--- config.mk ---
export PLATFORM = sky130hd
export DESIGN_NAME = exec_seq_flat
export DESIGN_NICKNAME = d
export VERILOG_FILES = /design/src/rtl/exec_seq_pkg.sv /design/src/rtl/exec_seq_if.sv /design/src/rtl/exec_seq_alu_shift.sv /design/src/rtl/exec_seq.sv /design/src/flat_wrapper.sv
export SDC_FILE = /design/constraint.sdc
export NUM_CORES = 1
export LEC_CHECK = 0
export BUFFER_PORTS_ARGS = -buffer_cell sky130_fd_sc_hd__buf_2
export CORE_ASPECT_RATIO = 1.25
export CORE_UTILIZATION = 42
export CTS_CLUSTER_DIAMETER = 200
export DETAILED_ROUTE_END_ITERATION = 6
export GPL_ROUTABILITY_DRIVEN = 1
export HOLD_SLACK_MARGIN = 0.1
export PLACE_DENSITY = 0.65
export SLEW_MARGIN = 15
export SYNTH_ARGS = -nofsm -noshare
export SYNTH_HDL_FRONTEND = slang
export SYNTH_HIERARCHICAL = 1
export SYNTH_SLANG_ARGS = --single-unit
--- constraint.sdc ---
create_clock -name clk -period 10.89 [get_ports clk]
set_input_delay 1.089 -clock clk [delete_from_list [all_inputs] [get_ports clk]]
set_output_delay 1.089 -clock clk [all_outputs]
set_load 0.02 [all_outputs]
--- src/rtl/exec_seq_pkg.sv ---
// exec_seq shared package: state codes, instruction fields, shift/ALU codes.
// Build option: EXEC_OVF_EN enables the V (signed overflow) status flag.
package exec_pkg;

  typedef logic [2:0] state_t;

  localparam state_t S_IDLE      = 3'd0;
  localparam state_t S_DECODE    = 3'd1;
  localparam state_t S_READ_A    = 3'd2;
  localparam state_t S_READ_B    = 3'd3;
  localparam state_t S_EXEC      = 3'd4;
  localparam state_t S_WRITE     = 3'd5;
  localparam state_t S_WRITE_IMM = 3'd6;
  localparam state_t S_DONE      = 3'd7;

  localparam logic [2:0] OPC_MOV = 3'b110;
  localparam logic [2:0] OPC_ALU = 3'b101;

  localparam logic [1:0] OP_MOVI = 2'b10;
  localparam logic [1:0] OP_MOVR = 2'b00;
  localparam logic [1:0] OP_ADD  = 2'b00;
  localparam logic [1:0] OP_CMP  = 2'b01;
  localparam logic [1:0] OP_AND  = 2'b10;
  localparam logic [1:0] OP_MVN  = 2'b11;

  localparam logic [1:0] SH_NONE = 2'b00;
  localparam logic [1:0] SH_LSL  = 2'b01;
  localparam logic [1:0] SH_LSR  = 2'b10;
  localparam logic [1:0] SH_ASR  = 2'b11;

  localparam logic [1:0] ALU_ADD  = 2'b00;
  localparam logic [1:0] ALU_SUB  = 2'b01;
  localparam logic [1:0] ALU_AND  = 2'b10;
  localparam logic [1:0] ALU_NOTB = 2'b11;

  localparam int ST_Z = 2;
  localparam int ST_N = 1;
  localparam int ST_V = 0;

  function automatic logic [15:0] sext8(input logic [7:0] x);
    return {{8{x[7]}}, x};
  endfunction

endpackage

--- src/rtl/exec_seq_if.sv ---
// exec_seq bus: start/done handshake plus register-file port signals.
// Build option: EXEC_OVF_EN (affects status[0] only).
interface exec_seq_if;
  logic        start;
  logic [15:0] instr;
  logic        busy;
  logic        done;
  logic        err;
  logic [2:0]  rf_readnum;
  logic [15:0] rf_data_out;
  logic [2:0]  rf_writenum;
  logic        rf_write;
  logic [15:0] rf_data_in;
  logic [2:0]  status;

  modport master (
    output start, instr, rf_data_out,
    input  busy, done, err, status,
    input  rf_readnum, rf_writenum,
    input  rf_write, rf_data_in
  );

  modport slave (
    input  start, instr, rf_data_out,
    output busy, done, err, status,
    output rf_readnum, rf_writenum,
    output rf_write, rf_data_in
  );
endinterface

--- src/rtl/exec_seq_alu_shift.sv ---
// Combinational one-bit shifter on B feeding a 4-function ALU with flags.
// Build option: EXEC_OVF_EN computes V; otherwise V is tied to 0.
module alu_shift
  import exec_pkg::*;
(
  input  logic [15:0] a,
  input  logic [15:0] b,
  input  logic [1:0]  sh,
  input  logic [1:0]  op,
  output logic [15:0] y,
  output logic        z,
  output logic        n,
  output logic        v
);

  logic [15:0] bs;

  always_comb begin
    bs = b;
    unique case (sh)
      SH_NONE: bs = b;
      SH_LSL:  bs = {b[14:0], 1'b0};
      SH_LSR:  bs = {1'b0, b[15:1]};
      SH_ASR:  bs = {b[15], b[15:1]};
      default: bs = b;
    endcase
  end

  always_comb begin
    y = '0;
    unique case (op)
      ALU_ADD:  y = a + bs;
      ALU_SUB:  y = a - bs;
      ALU_AND:  y = a & bs;
      ALU_NOTB: y = ~bs;
      default:  y = '0;
    endcase
  end

  assign z = (y == 16'd0);
  assign n = y[15];

`ifdef EXEC_OVF_EN
  // a - bs overflows when operand signs differ and result sign flips from a
  assign v = (a[15] ^ bs[15]) & (a[15] ^ y[15]);
`else
  assign v = 1'b0;
`endif

endmodule

--- src/rtl/exec_seq.sv ---
// Multi-cycle execute sequencer driving an 8x16 register file.
// Build option: EXEC_OVF_EN enables the V bit of status.
module exec_seq
  import exec_pkg::*;
(
  input  logic     clk,
  input  logic     reset,
  exec_seq_if.slave bus
);

  state_t      state, nxt;
  logic [15:0] ir, a, b, c;
  logic [2:0]  st;

  logic [2:0] opc, rn, rd, rm;
  logic [1:0] op, sh;

  assign opc = ir[15:13];
  assign op  = ir[12:11];
  assign rn  = ir[10:8];
  assign rd  = ir[7:5];
  assign sh  = ir[4:3];
  assign rm  = ir[2:0];

  logic is_movi, is_movr, is_add;
  logic is_cmp, is_and, is_mvn, legal;

  assign is_movi = (opc == OPC_MOV) && (op == OP_MOVI);
  assign is_movr = (opc == OPC_MOV) && (op == OP_MOVR);
  assign is_add  = (opc == OPC_ALU) && (op == OP_ADD);
  assign is_cmp  = (opc == OPC_ALU) && (op == OP_CMP);
  assign is_and  = (opc == OPC_ALU) && (op == OP_AND);
  assign is_mvn  = (opc == OPC_ALU) && (op == OP_MVN);
  assign legal   = is_movi | is_movr | is_add
                 | is_cmp | is_and | is_mvn;

  logic [1:0]  alu_op;
  logic [15:0] a_op, alu_y;
  logic        fz, fn, fv;

  always_comb begin
    alu_op = ALU_ADD;
    unique case (1'b1)
      is_cmp:  alu_op = ALU_SUB;
      is_and:  alu_op = ALU_AND;
      is_mvn:  alu_op = ALU_NOTB;
      default: alu_op = ALU_ADD;
    endcase
  end

  // MOV reg never visits READ_A, so A is replaced by zero
  assign a_op = is_movr ? 16'd0 : a;

  alu_shift u_alu (
    .a  (a_op),
    .b  (b),
    .sh (sh),
    .op (alu_op),
    .y  (alu_y),
    .z  (fz),
    .n  (fn),
    .v  (fv)
  );

  always_comb begin
    nxt = state;
    unique case (state)
      S_IDLE:   nxt = bus.start ? S_DECODE : S_IDLE;
      S_DECODE: begin
        unique case (1'b1)
          is_movi:                  nxt = S_WRITE_IMM;
          is_movr | is_mvn:         nxt = S_READ_B;
          is_add | is_cmp | is_and: nxt = S_READ_A;
          default:                  nxt = S_DONE;
        endcase
      end
      S_READ_A:    nxt = S_READ_B;
      S_READ_B:    nxt = S_EXEC;
      S_EXEC:      nxt = is_cmp ? S_DONE : S_WRITE;
      S_WRITE:     nxt = S_DONE;
      S_WRITE_IMM: nxt = S_DONE;
      S_DONE:      nxt = S_IDLE;
      default:     nxt = S_IDLE;
    endcase
  end

  always_ff @(posedge clk or posedge reset) begin
    if (reset) begin
      state <= S_IDLE;
      ir    <= '0;
      a     <= '0;
      b     <= '0;
      c     <= '0;
      st    <= '0;
    end else begin
      state <= nxt;
      if (state == S_IDLE && bus.start)
        ir <= bus.instr;
      if (state == S_READ_A)
        a <= bus.rf_data_out;
      if (state == S_READ_B)
        b <= bus.rf_data_out;
      if (state == S_EXEC) begin
        c <= alu_y;
        if (is_cmp) begin
          st[ST_Z] <= fz;
          st[ST_N] <= fn;
          st[ST_V] <= fv;
        end
      end
    end
  end

  logic wr_imm;
  assign wr_imm = (state == S_WRITE_IMM);

  assign bus.busy        = (state != S_IDLE);
  assign bus.done        = (state == S_DONE);
  assign bus.err         = (state == S_DONE) && !legal;
  assign bus.rf_readnum  = (state == S_READ_A) ? rn : rm;
  assign bus.rf_write    = (state == S_WRITE) || wr_imm;
  assign bus.rf_writenum = wr_imm ? rn : rd;
  assign bus.rf_data_in  = wr_imm ? sext8(ir[7:0]) : c;
  assign bus.status      = st;

endmodule
--- src/flat_wrapper.sv ---
// flat-port wrapper written by rule: the top's interface ports become plain ports
module exec_seq_flat import exec_pkg::*;
  (clk, reset, bus_start, bus_instr, bus_rf_data_out, bus_busy, bus_done, bus_err, bus_status, bus_rf_readnum, bus_rf_writenum, bus_rf_write, bus_rf_data_in);
  exec_seq_if bus_i ();
  input  logic clk;
  input  logic reset;
  input wire logic [$bits(bus_i.start)-1:0] bus_start;
  input wire logic [$bits(bus_i.instr)-1:0] bus_instr;
  input wire logic [$bits(bus_i.rf_data_out)-1:0] bus_rf_data_out;
  output wire logic [$bits(bus_i.busy)-1:0] bus_busy;
  output wire logic [$bits(bus_i.done)-1:0] bus_done;
  output wire logic [$bits(bus_i.err)-1:0] bus_err;
  output wire logic [$bits(bus_i.status)-1:0] bus_status;
  output wire logic [$bits(bus_i.rf_readnum)-1:0] bus_rf_readnum;
  output wire logic [$bits(bus_i.rf_writenum)-1:0] bus_rf_writenum;
  output wire logic [$bits(bus_i.rf_write)-1:0] bus_rf_write;
  output wire logic [$bits(bus_i.rf_data_in)-1:0] bus_rf_data_in;
  assign bus_i.start = bus_start;
  assign bus_i.instr = bus_instr;
  assign bus_i.rf_data_out = bus_rf_data_out;
  assign bus_busy = bus_i.busy;
  assign bus_done = bus_i.done;
  assign bus_err = bus_i.err;
  assign bus_status = bus_i.status;
  assign bus_rf_readnum = bus_i.rf_readnum;
  assign bus_rf_writenum = bus_i.rf_writenum;
  assign bus_rf_write = bus_i.rf_write;
  assign bus_rf_data_in = bus_i.rf_data_in;
  exec_seq u_core (.clk(clk), .reset(reset), .bus(bus_i));
endmodule
==> impl_metrics.csv <==
group,metric,value,unit
outcome,result_of_the_run,"completed",
drt,route.detailed.wl_per_inst,16.71,um
cts,clock_path_buffers,2,
synth,netlist_area_before_placement,0.005290,mm2
floorplan,fp.dieH,127.5,um
floorplan,floorplan.initialDensity,0.4330,
setup_path,crit_path_frequent_cell,"xnor2_1",
sta,timing.setup.tns,0,ns
global_routing,grt_first_pass_wirelength,20760,um
setup_path,cp_cell_sequence,"nor2b_1 > and3_1 > buf_4 > clkinv_1 > nor2_1 > a31oi_1 > xnor2_1 > ha_1 > a21oi_2 > nand2_1 > a41oi_1 > xnor2_1 > a2111o_1 > nor4_1 > or4b_1 > nor4_2 > mux2_2",
setup_path,cp_max_fo,30,
cts,clock_tree.htree_level_count,3,
sta,clock-skew-final,0.005280,ns
cts,cts_tree,"built",
synth,ys_ff_latch,70,
sta,tightestPinTransition,1.017,ns
floorplan,die_w,102.4,um
global_routing,via_count_of_the_first_global_routing_pass,4167,
setup_path,family_with_the_most_delay_on_the_worst_path,"simple AND/OR/NAND/NOR gates",
hold_path,hold_path.class,"reg -> reg",
synth,most_used_dff_post_synth,"dfrtp_1",
sta,slew-limit-headroom,0.3222,
synth,synth_enable_flop_cells,0,
cells_and_area,final_cell_mix,"72 x mux2_2, 70 x dfrtp_1, 63 x buf_2",
setup_path,arrival,5.32,ns
sta,finalSetupViolCount,0,
placed_design,gpl.final_weighted_congestion,0.8531,
cts,cts.sinks,70,
drt,post-route-drc-count,0,
drt,drc_marker_count_from_the_first_detailed_route_iteration,292,
synth,synth_seq_area_share,0.3311,
synth,synth_fp_nets,579,
floorplan,ios,64,
sta,fmax,0.1983,GHz
global_routing,grt_remaining_overflow,0,
placed_design,dp.final_hpwl,9107,um
global_routing,grt_antenna_before_repair,0,
synth,asyncSetResetFlopFracSynth,1.000,
setup_path,cpPeakStageDelay,0.55,ns
cells_and_area,filler_cell_count,1169,
cells_and_area,multi_input_area,0.003293,mm2
cells_and_area,area_taken_by_flip_flops_and_latches,0.001752,mm2
cells_and_area,final_common_cell,"mux2_2",
cts,hold_buffers,0,
placed_design,place.port_buffers,63,
cts,tritoncts.num_buffers,9,
cells_and_area,final_layout_size_suffix_gt1_frac,0.3219,
cells_and_area,area_growth,13.46,%
global_routing,pin_count_of_the_biggest_net_entering_global_routing,71,
cts,worst_skew_pair.late_latency,0.33,ns
synth,ys.warnings.count,6,
synth,syn_avg_cell_area,10.06,um2
cts,cts.reportedPaths.clkPinSlew,0.06,ns
setup_path,crit_path_start_kind,"flip-flop",
sta,finalHoldViolCount,0,
drt,post_drt_via_cell_ratio,5.553,
floorplan,placementRows,45,
sta,finalMaxSlewViolations,0,
drt,vias,4137,
setup_path,crit_type,"reg -> reg",
synth,synthesis.instances,526,
drt,router_iterations_before_antenna_repair,4,
global_routing,grtUsageTotal,0.2076,
drt,wirelength,12450,um
synth,post_synth_num_cell_types,75,
cts,number_of_cells_upsized_or_downsized_after_cts,0,
sta,rsz_0062_raised_after_global_routing,"false",
cts,cts-root-buf,"clkbuf_16",
setup_path,worst_path_max_delay_cell,"nor2_1",
sta,fin_crit,5.044,ns
run,timing.max_cap.violations,0,
floorplan,core_area,0.01222,mm2
cells_and_area,design.final.nets,629,
cts,cts_post_setup_buffers_inserted,0,
setup_path,path_buf_inv,2,
cells_and_area,n_diodes,0,
setup_path,timing.critical_path.required,11.16,ns
drt,ant_nets,0,
sta,finalCritPeriodShare,0.4632,
setup_path,endpoint_kind,"flip-flop",
floorplan,die_area,0.01305,mm2
[routing by layer]
layer	part of all wire	vias to the layer above	track usage
li1	-	1991	-
met1	0.41	2037	0.2449
met2	0.53	84	0.3695
met3	0.029	25	0.02845
met4	0.029	0	0.09160
met5	0	-	0
[worst register-to-register path: stages, from the launching register on]
cell and delay, ns:
dfrtp_1 0.38, nor2b_1 0.34, and3_1 0.23, buf_4 0.29
clkinv_1 0.40, nor2_1 0.56, a31oi_1 0.13, xnor2_1 0.16
ha_1 0.38, a21oi_2 0.16, nand2_1 0.09, a41oi_1 0.23
xnor2_1 0.12, a2111o_1 0.42, nor4_1 0.30, or4b_1 0.50
nor4_2 0.14, mux2_2 0.18
[cells in the mapped netlist, types with 4 or more instances]
master / count / share of area
mux2_1: 6 / 0.013
buf_2: 9 / 0.0085
mux2_4: 13 / 0.037
nor2_1: 27 / 0.019
mux2_2: 72 / 0.15
o21ai_1: 4 / 0.0038
o21ai_0: 25 / 0.024
dfrtp_1: 70 / 0.33
inv_1: 14 / 0.0099
clkbuf_1: 5 / 0.0035
o32ai_1: 4 / 0.0066
and2_1: 22 / 0.026
a21oi_1: 18 / 0.017
nor3b_1: 6 / 0.0085
buf_4: 9 / 0.013
nor2b_1: 9 / 0.011
nor3_1: 6 / 0.0057
xor2_1: 14 / 0.023
o31a_1: 4 / 0.0066
a21o_1: 4 / 0.0057
xnor2_1: 12 / 0.020
nand3_1: 8 / 0.0076
ha_1: 17 / 0.040
and3_1: 7 / 0.0083
o21a_1: 5 / 0.0071
nand2b_1: 8 / 0.0095
nand2_1: 48 / 0.034
mux2i_1: 15 / 0.028
nor4_1: 4 / 0.0047
[worst paths after layout]
| path | end | start | slack (ns) | depth (start not counted) |
|---|---|---|---|---|
| worst max-delay path | u_core/bus.status[2] | u_core/ir[13] | 5.85 | 17 |
| worst min-delay path | u_core/a[4] | u_core/a[4] | 0.50 | 1 |
| worst max register to register | u_core/bus.status[2] | u_core/ir[13] | 5.85 | 17 |
| worst min register to register | u_core/a[4] | u_core/a[4] | 0.50 | 1 |
| max in group asynchronous | u_core/c[11] | reset | 9.29 | 3 |
| min in group asynchronous | u_core/a[4] | reset | 1.02 | 3 |
[stage by stage]
stage / utilization / cell area [um2] / setup slack (ns) / instances / hold WS (ns)
final: 0.4912 / 6002 / 5.846 / 745 / 0.4951
after global routing: 0.4912 / 6002 / 5.433 / 745 / 0.5009
after CTS: 0.4912 / 6002 / 5.920 / 745 / 0.5008
after detailed placement: 0.4632 / 5659 / 5.960 / 729 / 0.4881
after global placement: 0.4632 / 5659 / 6.001 / 729 / 0.4843
after floorplan: - / 5290 / 6.513 / 526 / 0.4720
[flip-flops by register name, indices dropped and copies added, names as in the netlist]
name               cells
u_core/ir             16
u_core/a              16
u_core/c              16
u_core/state           3
u_core/bus.status      3
u_core/b              16
[cells by family (layout without fill, tap and decap cells)]
kind of cell,Yosys count,in the layout,synth area share
compound gates,100,100,0.1362
other cells,1,1,0.0007089
buf+inv,44,99,0.04730
xor+xnor,27,27,0.04612
simple gates,159,159,0.1589
mux,107,107,0.2356
fa+ha+maj,18,18,0.04399
flops,70,70,0.3311
[final cells by class]
cell class,instances,share of cell area
clock inverter,4,0.01272
clock buffer,12,0.04440
timing repair buffer,68,0.05879
tap,164,0.03419
multi-input combinational,412,0.5487
inverter,15,0.009381
sequential,70,0.2918
Power is not shown: default switching activity piles up to over one toggle a cycle in this logic, so the estimate is an artifact.
